**config.mk**
```make
export PLATFORM = sky130hd
export DESIGN_NAME = pulse_stretcher_flat
export DESIGN_NICKNAME = d
export VERILOG_FILES = /design/src/rtl/pulse_stretcher_if.sv /design/src/rtl/pulse_stretcher.sv /design/src/flat_wrapper.sv
export SDC_FILE = /design/constraint.sdc
export NUM_CORES = 1
export LEC_CHECK = 0
export BUFFER_PORTS_ARGS = -buffer_cell sky130_fd_sc_hd__buf_2
export CORE_UTILIZATION = 30
export CTS_CLUSTER_DIAMETER = 30
export DETAILED_ROUTE_END_ITERATION = 10
export GPL_ROUTABILITY_DRIVEN = 0
export GPL_TIMING_DRIVEN = 0
export REMOVE_ABC_BUFFERS = 1
export SLEW_MARGIN = 40
export SYNTH_ARGS = -nofsm -noshare
export SYNTH_HDL_FRONTEND = slang
export SYNTH_SLANG_ARGS = --single-unit
```
**constraint.sdc**
```tcl
create_clock -name clk -period 4.9 [get_ports clk]
set_input_delay 0.49 -clock clk [delete_from_list [all_inputs] [get_ports clk]]
set_output_delay 0.49 -clock clk [all_outputs]
set_load 0.02 [all_outputs]
```
**src/rtl/pulse_stretcher_if.sv**
```systemverilog
// Event/stretched-level bundle between a pulse source and the pulse stretcher.
// The pending width follows the stretcher's MAX_PENDING; keep the two parameters equal.
interface pulse_stretcher_if #(
  parameter int MAX_PENDING = 3
);
  localparam int PW = $clog2(MAX_PENDING + 1);

  logic          pulse_in;
  logic          level_out;
  logic          busy;
  logic [PW-1:0] pending;
  logic          overflow;

  modport master (
    output pulse_in,
    input  level_out,
    input  busy,
    input  pending,
    input  overflow
  );

  modport slave (
    input  pulse_in,
    output level_out,
    output busy,
    output pending,
    output overflow
  );
endinterface

```
**src/rtl/pulse_stretcher.sv**
```systemverilog
// Stretches single-cycle events into HOLD_CYCLES-wide windows separated by at least
// GAP_CYCLES low cycles, queueing up to MAX_PENDING events that arrive while busy.
module pulse_stretcher #(
  parameter int HOLD_CYCLES = 4,
  parameter int GAP_CYCLES  = 2,
  parameter int MAX_PENDING = 3
) (
  input  logic             clk,
  input  logic             reset,
  pulse_stretcher_if.slave bus
);
  localparam int MAX_LEN = (HOLD_CYCLES > GAP_CYCLES) ? HOLD_CYCLES : GAP_CYCLES;
  localparam int CW      = (MAX_LEN > 1) ? $clog2(MAX_LEN) : 1;
  localparam int PW      = $clog2(MAX_PENDING + 1);

  localparam logic [CW-1:0] HOLD_LOAD = CW'(HOLD_CYCLES - 1);
  localparam logic [CW-1:0] GAP_LOAD  = CW'(GAP_CYCLES - 1);
  localparam logic [PW-1:0] PEND_MAX  = PW'(MAX_PENDING);

  typedef enum logic [1:0] {
    IDLE = 2'd0,
    HOLD = 2'd1,
    GAP  = 2'd2
  } state_t;

  state_t        state_reg;
  logic [CW-1:0] count_reg;
  logic [PW-1:0] pending_reg;
  logic          overflow_reg;
  logic          last_cycle;
  logic          queue_event;

  // Events seen while a window or a non-final gap cycle is active go to the queue;
  // the final gap cycle instead hands the event straight to the next window.
  always_comb begin
    last_cycle  = (count_reg == '0);
    queue_event = bus.pulse_in &&
                  ((state_reg == HOLD) || ((state_reg == GAP) && !last_cycle));
  end

  always_ff @(posedge clk) begin
    if (reset) begin
      state_reg    <= IDLE;
      count_reg    <= '0;
      pending_reg  <= '0;
      overflow_reg <= 1'b0;
    end else begin
      overflow_reg <= 1'b0;

      if (queue_event) begin
        if (pending_reg == PEND_MAX) begin
          overflow_reg <= 1'b1;
        end else begin
          pending_reg <= pending_reg + PW'(1);
        end
      end

      case (state_reg)
        IDLE: begin
          if (bus.pulse_in) begin
            state_reg <= HOLD;
            count_reg <= HOLD_LOAD;
          end
        end

        HOLD: begin
          if (last_cycle) begin
            state_reg <= GAP;
            count_reg <= GAP_LOAD;
          end else begin
            count_reg <= count_reg - CW'(1);
          end
        end

        GAP: begin
          if (!last_cycle) begin
            count_reg <= count_reg - CW'(1);
          end else if (pending_reg != '0) begin
            // A simultaneous new event replaces the one being dequeued.
            state_reg <= HOLD;
            count_reg <= HOLD_LOAD;
            if (!bus.pulse_in) begin
              pending_reg <= pending_reg - PW'(1);
            end
          end else if (bus.pulse_in) begin
            state_reg <= HOLD;
            count_reg <= HOLD_LOAD;
          end else begin
            state_reg <= IDLE;
          end
        end

        default: begin
          state_reg <= IDLE;
          count_reg <= '0;
        end
      endcase
    end
  end

  assign bus.level_out = (state_reg == HOLD);
  assign bus.busy      = (state_reg != IDLE);
  assign bus.pending   = pending_reg;
  assign bus.overflow  = overflow_reg;
endmodule

```
**src/flat_wrapper.sv**
```systemverilog
// flat-port wrapper written by rule: the top's interface ports become plain ports
module pulse_stretcher_flat 
#(
  parameter int HOLD_CYCLES = 4,
  parameter int GAP_CYCLES  = 2,
  parameter int MAX_PENDING = 3
)
  (clk, reset, bus_pulse_in, bus_level_out, bus_busy, bus_pending, bus_overflow);
  pulse_stretcher_if #(.MAX_PENDING(MAX_PENDING)) bus_i ();
  input  logic clk;
  input  logic reset;
  input wire logic [$bits(bus_i.pulse_in)-1:0] bus_pulse_in;
  output wire logic [$bits(bus_i.level_out)-1:0] bus_level_out;
  output wire logic [$bits(bus_i.busy)-1:0] bus_busy;
  output wire logic [$bits(bus_i.pending)-1:0] bus_pending;
  output wire logic [$bits(bus_i.overflow)-1:0] bus_overflow;
  assign bus_i.pulse_in = bus_pulse_in;
  assign bus_level_out = bus_i.level_out;
  assign bus_busy = bus_i.busy;
  assign bus_pending = bus_i.pending;
  assign bus_overflow = bus_i.overflow;
  pulse_stretcher #(.HOLD_CYCLES(HOLD_CYCLES), .GAP_CYCLES(GAP_CYCLES), .MAX_PENDING(MAX_PENDING)) u_core (.clk(clk), .reset(reset), .bus(bus_i));
endmodule
```
==> metrics.md <==
| Metric | Value |
|---|---|
| Mapped Cells | 52 |
| Post-DR vias/cell | 4.974 |
| Max stage delay on crit path | 0.46 ns |
| CTS tree | built |
| Final Core Density | 0.3846 |
| CTS clk-pin slew, worst paths | roughly 0.05 ns |
| Via count | 378 |
| CTS resizes | 0 |
| H-tree Lvls | 1 |
| RSZ-0062 raised after global routing | false |
| Worst-Skew Late Latency | between 0.2 and 0.3 ns |
| Final slew viol count | 0 |
| Critical Path AT | 1.86 ns |
| Outcome | completed |
| Initial Utilization | 0.3318 |
| Final TNS setup | 0 ns |
| WP data required | 5.02 ns |
| Tmin final | 1.733 ns |
| Worst Setup Start Kind | flop |
| Die ar. | between 0.0015 and 0.002 mm2 |
| Dpl cells | 72 |
| Final hold vios | 0 |
| Vias in the first global route | 307 |
| Post-synth ARST share | 0 |
| Clk_skew | 0.001886 ns |
| First-pass GRT wire length | around 1.4 mm |
| Pwr per Cell Area | 361.4 mW/mm2 |
| Core ar. | around 0.0014 mm2 |
| # Post-CTS Setup Buffers | 0 |
| Die W | between 40 and 50 um |
| Max Buffers Root-to-Sink | 2 |
| Die Span Y | 40.64 um |
| # clock sinks | 7 |
| Post-synthesis sequential area ratio | 0.3128 |
| Worst-Margin Slew | 0.3432 ns |
| Hold buffers post-CTS | 0 |
| CP max FO | 5 |
| Post-synth EDFFs | 0 |
| TritonCTS Buffers | 3 |
| Post-place instance area | 493.0 um2 |
| Slew headroom | 0.7712 |
| Crit path kind | reg2reg |
| Avg WL per Cell | 10.86 um |
| Synth top area share | 0.3128 |
| Leak pwr | about 0.24 nW |
| Slowest CP cell | or4_4 |
| DRC viols | 0 |
| Final Setup Violations | 0 |
| # rows | 13 |
| Initial drt markers | 17 |
| Grt total ovfl | 0 |
| R2R setup slack | 3.17 ns |
| Share of cells above drive strength 1 | 0.2459 |
| Cell area after synthesis | 447.9 um2 |
| DP Wirelength | around 580 um |
| Cell with the most instances after synthesis | dfxtp_1 |
| Final nets | slightly below 70 |
| GR Util All Layers | 0.1332 |
| Achievable frequency | 577.1 MHz |
| Total power | 0.1877 mW |
| Yosys warns | 0 |
| Final ANT Viol Nets | 0 |
| Drt total wl | just over 800 um |
| Top_reg_cell synth | dfxtp_1 |
| Largest net degree at the start of global routing | 11 |
| Setup crit end kind | flop |
| Initial antenna violation count | 0 |
| #FFs+latches synth | 7 |
| Fill count | 147 |
| Synth cell count leaders | 7 x dfxtp_1, 6 x a21oi_1, 5 x inv_1, 5 x nor2_1, 4 x ha_1 |
| Drt pass-1 iters | 4 |
| Inserted Diodes | 0 |
| Final instance area | 519.2 um2 |
| Syn avg cell area | 8.614 um2 |
| PortBufs | 7 |
| I/O Pins | 8 |
| MaxCap Viol Count | 0 |
| Synth area leaders | dfxtp_1 31%, ha_1 11%, a21oi_1 6.7% |
| Clock root buffer | clkbuf_4 |
| Hold Path Class | in2reg |
| Area delta synth->final | 15.92% |
| CP cell instances | inv_1, ha_1, nand2b_1, or4_4, o2111ai_1, o311ai_1 |
| Layout Cells excl Fill | 76 |
| Largest area contributor in the netlist | dfxtp_1 |
| VDD IR-drop max | 0.1434 mV |
| Synth cell types | 27 |
| Crit share post-route | 0.3537 |
-- layout make-up --
class	count	area, um2	share of cell area
clock buffers	4	26.28	0.05060
inverters	5	18.77	0.03614
multi-input cells	38	280.3	0.5398
flip-flops and latches	7	140.1	0.2699
well taps	15	18.77	0.03614
repair buffers	7	35.03	0.06747
-- layout by cell type, fill, tap and decap left out --
cell type / instances
buf_2: 7
dfxtp_1: 7
a21oi_1: 6
inv_1: 5
nor2_1: 5
ha_1: 4
clkbuf_4: 3
nor2b_1: 2
o21ai_0: 2
nand2b_1: 2
or2_2: 1
a211o_1: 1
xor2_1: 1
or2_4: 1
nor4b_1: 1
a221o_1: 1
or4_4: 1
o2111ai_1: 1
or4_1: 1
o311ai_1: 1
nand2b_4: 1
o211ai_1: 1
or3_1: 1
a31oi_2: 1
nand2_1: 1
o21a_1: 1
nor3b_1: 1
clkbuf_1: 1
-- worst max-delay path: cells and delay by family (launching register included) --
family	cells	cell delay [ns]
simple gates	2	0.61
flops	1	0.40
compound gates	2	0.24
fa+ha+maj	1	0.23
buf+inv	1	0.13
-- per-layer routing --
layer | vias up | track usage | routed length (um)
met3 | 2 | 0.08152 | 43
met5 | - | 0 | 0
li1 | 203 | - | -
met2 | 10 | 0.1587 | 293
met1 | 163 | 0.1765 | 475
met4 | 0 | 0.07500 | 12
-- logic make-up (layout without fill, tap and decap cells) --
group                    after synthesis  count (layout)  share of synthesized area
AND/OR/NAND/NOR                       18              18                     0.2626
AO/OA/AOI/OAI                         15              15                     0.2319
flip-flops                             7               7                     0.3128
buffers and inverters                  7              16                    0.06144
adder cells (fa/ha/maj)                4               4                     0.1117
XOR/XNOR                               1               1                    0.01956
-- power by group --
group	switching, mW	internal, mW	total (mW)
sequential	0.0125	0.0646	0.0771
clock	0.0216	0.0311	0.0527
combinational	0.0316	0.0262	0.0578
-- worst paths after layout --
path / cells past startpoint / endpoint / start
min reg2reg: 2 / u_core.bus.pending[1] / u_core.bus.pending[1]
min: 2 / u_core.bus.pending[0] / reset
max: 6 / u_core.bus.pending[1] / u_core.bus.pending[0]
max reg2reg: 6 / u_core.bus.pending[1] / u_core.bus.pending[0]
-- through the flow --
stage,setup slack (ns),hold WS (ns)
after floorplan,3.128,0.5556
after global placement,3.180,0.5745
after detailed placement,3.176,0.5736
after CTS,3.163,0.5219
after global routing,3.017,0.5271
final,3.167,0.5299
Note: power is estimated with default switching activity, not from simulation.
